`src/rtl/bullet_controller_pkg.sv`:
```
// Shared screen geometry and types for the space invaders video pipeline.
// Imported by the bullet controller, its interface, and color_mapper.
package space_invaders_pkg;
   localparam int SCREEN_W     = 640;
   localparam int SCREEN_H     = 480;
   localparam int PLAYER_Y_DEF = 150;

   typedef logic [9:0] coord_t;

   typedef enum logic [1:0] {
      IDLE = 2'd0,
      FLY  = 2'd1,
      COOL = 2'd2
   } bullet_state_t;
endpackage

```
`src/rtl/bullet_controller_if.sv`:
```
// Bullet controller signal bundle.
// The master side is the controller; the slave side is the game/video logic around it.
interface bullet_controller_if;
   logic                        fire;
   space_invaders_pkg::coord_t  playerX;
   logic                        hit;
   logic                        bullet_in;
   space_invaders_pkg::coord_t  bulletX;
   space_invaders_pkg::coord_t  bulletY;
   logic                        busy;

   modport master (input fire, playerX, hit, output bullet_in, bulletX, bulletY, busy);
   modport slave  (output fire, playerX, hit, input bullet_in, bulletX, bulletY, busy);
endinterface

```
`src/rtl/bullet_controller_frame_tick_gen.sv`:
```
// Brings the asynchronous frame_clk strobe into the Clk domain.
// Output is a registered one-Clk pulse per frame_clk rise, three Clk edges after the rise.
module frame_tick_gen (
   input  logic Clk,
   input  logic rst_n,
   input  logic frame_clk,
   output logic frame_tick
);
   logic sync_1, sync_2, sync_3;

   always_ff @(posedge Clk or negedge rst_n) begin
      if (!rst_n) begin
         sync_1     <= 1'b0;
         sync_2     <= 1'b0;
         sync_3     <= 1'b0;
         frame_tick <= 1'b0;
      end else begin
         sync_1     <= frame_clk;
         sync_2     <= sync_1;
         sync_3     <= sync_2;
         frame_tick <= sync_2 & ~sync_3;
      end
   end
endmodule

```
`src/rtl/bullet_controller.sv`:
```
// Player bullet controller: spawns, moves and kills the bullet, then cools down.
// Define BULLET_FIRE_EDGE_EN to require fire to be released between shots.
//
// state | meaning
// IDLE  | no bullet; spawn on frame tick with fire
// FLY   | bullet active, moves up BULLET_STEP per frame tick
// COOL  | bullet dead, counting frame ticks before next shot
module bullet_controller
   import space_invaders_pkg::*;
#(
   parameter int PLAYER_Y        = PLAYER_Y_DEF,
   parameter int BULLET_LEN      = 4,
   parameter int BULLET_STEP     = 4,
   parameter int COOLDOWN_FRAMES = 8
) (
   input  logic               Clk,
   input  logic               Reset,
   input  logic               frame_clk,
   bullet_controller_if.master bif
);
   localparam coord_t     SPAWN_Y   = coord_t'(PLAYER_Y - BULLET_LEN);
   localparam coord_t     STEP      = coord_t'(BULLET_STEP);
   localparam logic [7:0] COOL_INIT = 8'(COOLDOWN_FRAMES);

   logic          rst_meta, rst_n;
   logic          frame_tick;
   bullet_state_t state, state_nxt;
   logic          bullet_in_q, bullet_in_nxt;
   coord_t        x_q, x_nxt, y_q, y_nxt;
   logic [7:0]    count, count_nxt;
   logic          busy_q;
   logic          armed, spawn, kill;

   // Asserts immediately, releases on Clk so all state leaves reset on the same edge
   always_ff @(posedge Clk or negedge Reset) begin
      if (!Reset) begin
         rst_meta <= 1'b0;
         rst_n    <= 1'b0;
      end else begin
         rst_meta <= 1'b1;
         rst_n    <= rst_meta;
      end
   end

   frame_tick_gen u_frame_tick_gen (
      .Clk        (Clk),
      .rst_n      (rst_n),
      .frame_clk  (frame_clk),
      .frame_tick (frame_tick)
   );

`ifdef BULLET_FIRE_EDGE_EN
   logic arm;
   always_ff @(posedge Clk or negedge rst_n) begin
      if (!rst_n)                    arm <= 1'b1;
      else if (spawn)                arm <= 1'b0;
      else if (frame_tick && !bif.fire) arm <= 1'b1;
   end
   assign armed = arm;
`else
   assign armed = 1'b1;
`endif

   assign spawn = (state == IDLE) && frame_tick && bif.fire && armed;
   // hit outranks a same-cycle frame tick, so the bullet dies without stepping
   assign kill  = (state == FLY) && (bif.hit || (frame_tick && (y_q < STEP)));

   always_ff @(posedge Clk or negedge rst_n) begin
      if (!rst_n) begin
         state       <= IDLE;
         bullet_in_q <= 1'b0;
         x_q         <= '0;
         y_q         <= '0;
         count       <= '0;
         busy_q      <= 1'b0;
      end else begin
         state       <= state_nxt;
         bullet_in_q <= bullet_in_nxt;
         x_q         <= x_nxt;
         y_q         <= y_nxt;
         count       <= count_nxt;
         busy_q      <= (state_nxt != IDLE);
      end
   end

   always_comb begin
      state_nxt = state;
      case (state)
         IDLE:    if (spawn) state_nxt = FLY;
         FLY:     if (kill) state_nxt = (COOLDOWN_FRAMES == 0) ? IDLE : COOL;
         COOL:    if (frame_tick && (count == 8'd1)) state_nxt = IDLE;
         default: state_nxt = IDLE;
      endcase
   end

   always_comb begin
      bullet_in_nxt = bullet_in_q;
      x_nxt         = x_q;
      y_nxt         = y_q;
      count_nxt     = count;
      if (spawn) begin
         bullet_in_nxt = 1'b1;
         x_nxt         = bif.playerX;
         y_nxt         = SPAWN_Y;
      end else if (kill) begin
         bullet_in_nxt = 1'b0;
         count_nxt     = COOL_INIT;
      end else if ((state == FLY) && frame_tick) begin
         y_nxt = y_q - STEP;
      end else if ((state == COOL) && frame_tick) begin
         count_nxt = count - 8'd1;
      end
   end

   assign bif.bullet_in = bullet_in_q;
   assign bif.bulletX   = x_q;
   assign bif.bulletY   = y_q;
   assign bif.busy      = busy_q;
endmodule

```
`src/flat_wrapper.sv`:
```
// flat-port wrapper written by rule: the top's interface ports become plain ports
module bullet_controller_flat import space_invaders_pkg::*;
#(
   parameter int PLAYER_Y        = PLAYER_Y_DEF,
   parameter int BULLET_LEN      = 4,
   parameter int BULLET_STEP     = 4,
   parameter int COOLDOWN_FRAMES = 8
)
  (Clk, Reset, frame_clk, bif_fire, bif_playerX, bif_hit, bif_bullet_in, bif_bulletX, bif_bulletY, bif_busy);
  bullet_controller_if bif_i ();
  input  logic Clk;
  input  logic Reset;
  input  logic frame_clk;
  input wire logic [$bits(bif_i.fire)-1:0] bif_fire;
  input wire logic [$bits(bif_i.playerX)-1:0] bif_playerX;
  input wire logic [$bits(bif_i.hit)-1:0] bif_hit;
  output wire logic [$bits(bif_i.bullet_in)-1:0] bif_bullet_in;
  output wire logic [$bits(bif_i.bulletX)-1:0] bif_bulletX;
  output wire logic [$bits(bif_i.bulletY)-1:0] bif_bulletY;
  output wire logic [$bits(bif_i.busy)-1:0] bif_busy;
  assign bif_i.fire = bif_fire;
  assign bif_i.playerX = bif_playerX;
  assign bif_i.hit = bif_hit;
  assign bif_bullet_in = bif_i.bullet_in;
  assign bif_bulletX = bif_i.bulletX;
  assign bif_bulletY = bif_i.bulletY;
  assign bif_busy = bif_i.busy;
  bullet_controller #(.PLAYER_Y(PLAYER_Y), .BULLET_LEN(BULLET_LEN), .BULLET_STEP(BULLET_STEP), .COOLDOWN_FRAMES(COOLDOWN_FRAMES)) u_core (.Clk(Clk), .Reset(Reset), .frame_clk(frame_clk), .bif(bif_i));
endmodule
```
`config.mk`:
```
export PLATFORM = sky130hd
export DESIGN_NAME = bullet_controller_flat
export DESIGN_NICKNAME = d
export VERILOG_FILES = /design/src/rtl/bullet_controller_pkg.sv /design/src/rtl/bullet_controller_if.sv /design/src/rtl/bullet_controller_frame_tick_gen.sv /design/src/rtl/bullet_controller.sv /design/src/flat_wrapper.sv
export SDC_FILE = /design/constraint.sdc
export NUM_CORES = 1
export LEC_CHECK = 0
export ABC_AREA = 1
export BUFFER_PORTS_ARGS = -buffer_cell sky130_fd_sc_hd__buf_4
export CAP_MARGIN = 20
export CORE_MARGIN = 5
export CORE_UTILIZATION = 48
export CTS_CLUSTER_SIZE = 20
export DETAILED_ROUTE_END_ITERATION = 7
export PLACE_DENSITY = 0.74
export SYNTH_ARGS = -nofsm -noshare
export SYNTH_HDL_FRONTEND = slang
export SYNTH_SLANG_ARGS = --single-unit
```
`constraint.sdc`:
```
create_clock -name Clk -period 1.1 [get_ports Clk]
set_clock_uncertainty 0.1 [all_clocks]
set_input_delay 0.055 -clock Clk [delete_from_list [all_inputs] [get_ports Clk]]
set_output_delay 0.055 -clock Clk [all_outputs]
set_load 0.005 [all_outputs]
```
# Word level (Yosys, flattened, before mapping)
# Index checks and enable logic that the tools add are counted.
# op_classes
order_cmp	1
add_sub_neg	2
n_bitwise	3
n_reduce_logical	15
n_mux	12
n_eq_ne	5
# op_table
cell	n
$mux 10	3
$mux 8	3
$lt 10x3->1 const B	1
$sub 10x3->10 const B	1
$eq 8x1->1 const B	1
$reduce_bool 2->1	4
$sub 8x1->8 const B	1
$logic_and 1x1->1	7
$mux 2	3
$pmux 2 s3	1
$ne 2x1->1 const B	2
$reduce_and 3->1	1
$eq 2x1->1 const B	1
$eq 2x2->1 const B	1
$logic_not 2->1	1
$mux 1	2
$not 1->1	2
$reduce_and 2->1	1
$and 1x1->1	1
$logic_or 1x1->1	1
# totals
reg_bits	38
input_bits	15
wordCells	50
out_inout_bits	22

# Longest topological paths before layout
# depth
word_depth	7
depth_mapped	10
depth_no_buf	10

# Cells and area by module
# From an unflattened synthesis, not the netlist that was laid out.
# hier_totals
cells_unflattened	214
hier_area_um2	1825.5
# modules_own_cells
mod	area_each_um2	cells_per_inst	seq_area_each_um2	instances
bullet_controller	1715.4	208	825.8	1
frame_tick_gen	110.1	6	100.1	1

# Worst setup path after synthesis
# Ideal clock, no wire load.
# synth_path
path_kind	reg-to-reg
start	reg u_core.y_q[2] (netlist: u_core.bif.bulletY[2])
end	reg u_core.count[4]
synth_period_minus_slack_ns	1.526
stages_incl_launch_ff	11
path_buffers	1
required_ns	0.882
t_arrival_ns	1.308
setup_ns	0.118
slack_ns	-0.426
path_cell_list	dfrtp_1 > inv_1 > ha_1 > nand2_2 > nor2_2 > nand2_1 > nand2_1 > nand2_2 > buf_6 > nand3_1 > nand2_1
# synth_between
elab_chain_cells	6
elab_cells_between_ends	8
cone_classes	1 x order compare; 1 x eq/ne; 1 x mux; 5 x reduce/logical
# synth_rtl
item	line_no	text
start, declared	bullet_controller.sv:29	coord_t x_q, x_nxt, y_q, y_nxt;
start signal, assigned	bullet_controller.sv:80	y_q <= y_nxt;
$lt 10x3->1 *	bullet_controller.sv:66	assign kill = (state == FLY) && (bif.hit || (frame_tick && (y_q < STEP)));
$logic_and 1x1->1 *	bullet_controller.sv:66	
$logic_or 1x1->1 *	bullet_controller.sv:66	
$logic_and 1x1->1 *	bullet_controller.sv:66	
$ne 2x1->1 (no source line) or $reduce_bool 2->1 (tied branches)	--	
$reduce_and 3->1 (no source line)	--	
end signal, assigned	bullet_controller.sv:81	count <= count_nxt;
end, declared	bullet_controller.sv:30	logic [7:0] count, count_nxt;
# Mark *: on every way between the ends. The rest lies on a longest branch, timed or not.
# A chain may end at the register's enable or synchronous reset.

# Worst setup path in the final report
# layout_path
start	reg u_core.y_q[8] (netlist: u_core.bif.bulletY[8])
end	reg u_core.y_q[2] (netlist: u_core.bif.bulletY[2])
# layout_between
elab_chain_cells	6
# layout_rtl
item	line_no
$lt 10x3->1	bullet_controller.sv:66
$logic_and 1x1->1	bullet_controller.sv:66
$logic_or 1x1->1	bullet_controller.sv:66
$logic_and 1x1->1	bullet_controller.sv:66
$ne 2x1->1 (no source line)	--
$reduce_and 2->1 (no source line)	--
# No other way between the ends.

==> results.yml <==
clocking:
  clock_latency_ns: 0.31
  root_buffer: "clkbuf_8"
  htreeDepth: 2
  cts_inserted_buffers: 5
  clkSinkCount: 37
  ctsLongestPathBuffers: 2
  cts_tree: "done"
  cts.clk_slew.worst_paths_ns: 0.09
timing:
  final.period_utilization_pct: 156.7
  max_freq_ghz: 0.5802
  worst_slack_ns: -0.6234
  period_needed_ns: 1.723
  rsz0062_at_grt: "yes"
  hold_violations: 0
  slew_violations: 0
  hold_ws_ns: 0.1016
  setup_violations: 37
detailed_routing:
  vias: 2416
  drc_errors: 0
  first_pass_iters: 6
  dr.first_iter.drc_count: 440
  post_drt_wl_per_cell_um: 25.54
  ant_nets: 0
  drt-vias-per-instance: 6.325
  finalWirelength_um: 9758
grt:
  antenna_found_initial: 0
  grt_max_degree: 20
  grt_pass1_vias: 2100
  track_usage_pct: 27.55
  overflow: 0
  grt_pass1_wl_um: 10630
yosys:
  synth-seq-cells: 37
  yosysTopAreaCellShare_pct: 51.42
  synth_area_leader_cell: "dfrtp_1"
  avgSynthCellArea_um2: 7.967
  syn_area_um2: 1800
  async_flop_share_pct: 100.0
  ys_types: 22
  synthTopCellsByCount: "84 x nand2_1, 37 x dfrtp_1, 24 x inv_1, 24 x nand3_1, 19 x nor2_1"
  ys_seq_area_share_pct: 51.42
  synth-edff-count: 0
  syn_nets: 244
  yosysMostFrequentCell: "nand2_1"
  synth-warning-count: 0
  synthCells: 226
  ys.flop_type: "dfrtp_1"
  ys_top_cells_by_area: "dfrtp_1 51%, nand2_1 18%, nand3_1 6.7%"
power_and_ir_drop:
  power_density_nw_per_um2: 2780
  cellLeakagePower_nw: 1.761
  finalPower_mw: 9.081
  ir_worst_vdd_mv: 1.626
critical_path:
  crit_path_start_kind: "register"
  crit_type: "register to register"
  r2r_setup_slack_ns: -0.62
  critPathLaunch: "u_core.bif.bulletY[8]"
  timing.rr.start: "u_core.bif.bulletY[8]"
  reg2reg_to: "u_core.bif.bulletY[2]"
  cp-end-kind: "register"
  arrival_ns: 1.82
  r2r_cells: 9
  critPathMaxFanout: 5
  worstSetupEndpoint: "u_core.bif.bulletY[2]"
  required_ns: 1.20
floorplanning:
  core_um2: 3661
  start_util_pct: 49.18
  die_area_um2: 5076
  die_w_um: 71.25
  ioPinCount: 37
  die_h_um: 71.25
  std_cell_rows: 22
finish:
  antenna_cells: 0
  finish.utilization_pct: 89.23
  drive_above_1_share_pct: 50.30
  area_growth_pct: 81.45
  fin_nets: 351
placed_design:
  port_buffers: 35
  place.gp.congestion: 0.8333
  dp_hpwl_um: 3118
min_path:
  hold_path.class: "register to asynchronous set/reset pin"
run_status:
  violations: "negative setup slack"
  status: "finished, violations left"
flow_run:
  max-cap-violations: 0
==> cell usage in the layout (no fill, tap or decap), types with 2 or more instances in the layout <==
master,instances
dfrtp_2,2
nand3_4,3
nand4_1,5
nand3b_1,3
nand2_2,19
inv_2,6
buf_4,61
clkbuf_16,2
dfrtp_1,35
dlygate4sd3_1,13
or2_2,2
nand2_4,17
inv_1,15
inv_4,2
buf_12,5
clkbuf_8,5
conb_1,2
nand2_1,53
nand3_1,10
nor2_1,18
nand4_4,2
ha_1,2
buf_6,21
xor2_1,3
nand3_2,11
nor3_1,2
==> how the worst min path moves through the flow <==
stage	startpoint	endpoint	slack, ns	depth (start not counted)
final	u_core.rst_n	u_core.bif.bulletY[2]	0.10	0
after global routing	u_core.rst_n	u_core.bif.bulletY[3]	0.1	0
after CTS	u_core.rst_n	u_core.state[0]	0.07	0
after detailed placement	Reset	u_core.rst_meta	-0.26	1
after global placement	Reset	u_core.rst_meta	-0.26	1
after floorplan	Reset	u_core.rst_meta	-0.34	0
==> power by group <==
| group | switching (mW) | internal, mW |
|---|---|---|
| Sequential | 0.547 | 1.87 |
| Combinational | 2.96 | 2.45 |
| Clock | 0.568 | 0.682 |
| Total | 4.08 | 5.00 |
==> state kept, by name (all words and copies together), names as in the netlist <==
register	count
u_core.bif.bulletX	10
u_core.bif.busy	1
u_core.rst_n	1
u_core.state	2
u_core.bif.bulletY	9
u_core.rst_meta	1
u_core.u_frame_tick_gen.sync_3	1
u_core.u_frame_tick_gen.sync_1	1
u_core.count	8
u_core.u_frame_tick_gen.sync_2	1
u_core.u_frame_tick_gen.frame_tick	1
u_core.bif.bullet_in	1
==> metal layers <==
metal	wire (µm)	share of wire, %	vias to the layer above	global-route usage, %
met5	0	0	-	0
met4	771	7.9	0	14.61
li1	-	-	919	-
met3	1307	13	100	8.275
met2	4384	45	274	46.02
met1	3295	34	1123	31.67
==> per-stage QoR <==
stage	setup slack, ns	instances	TNS, ns	instance area, µm²
after detailed placement	-0.4259	341	-9.070	2431
after floorplan	-0.3733	226	-5.970	1838
after global placement	-0.3767	341	-8.044	2431
final	-0.6234	382	-15.76	3267
after CTS	-0.3107	370	-7.341	2879
after global routing	-0.6692	382	-16.88	3267
==> cell families after synthesis <==
group / share of synthesized area, %
AND/OR/NAND/NOR: 35.51
flip-flops: 51.42
buffers and inverters: 7.366
AO/OA/AOI/OAI: 1.251
XOR/XNOR: 1.946
adder cells (fa/ha/maj): 2.085
other: 0.4171
==> worst max-delay path, cell delays in order (launching register included) <==
cell,delay (ns)
dfrtp_1,0.44
inv_1,0.13
nand2_1,0.09
nor2_1,0.23
nand2_2,0.12
nand4_4,0.15
buf_6,0.17
inv_4,0.04
nand2_1,0.06
nand2_1,0.07
==> cell type report <==
cell class | instances | area [µm²]
clock buffers | 6 | 72.57
clock inverters | 2 | 38.79
fillers | 125 | 394.1
inverters | 24 | 107.6
multi-input cells | 162 | 1074
flip-flops and latches | 37 | 928.4
well taps | 48 | 60.06
repair buffers | 102 | 974.7
repair inverters | 1 | 11.26
==> timing repair <==
item	4_1_cts	5_1_grt
gates cloned	4	3
setup buffers	6	9
pin swaps	8	17
hold endpoints to repair	13	0
hold buffers	13	0
endpoints found under the setup margin	38	39
resized for setup	40	72
Power figures use the tool's default switching activity.
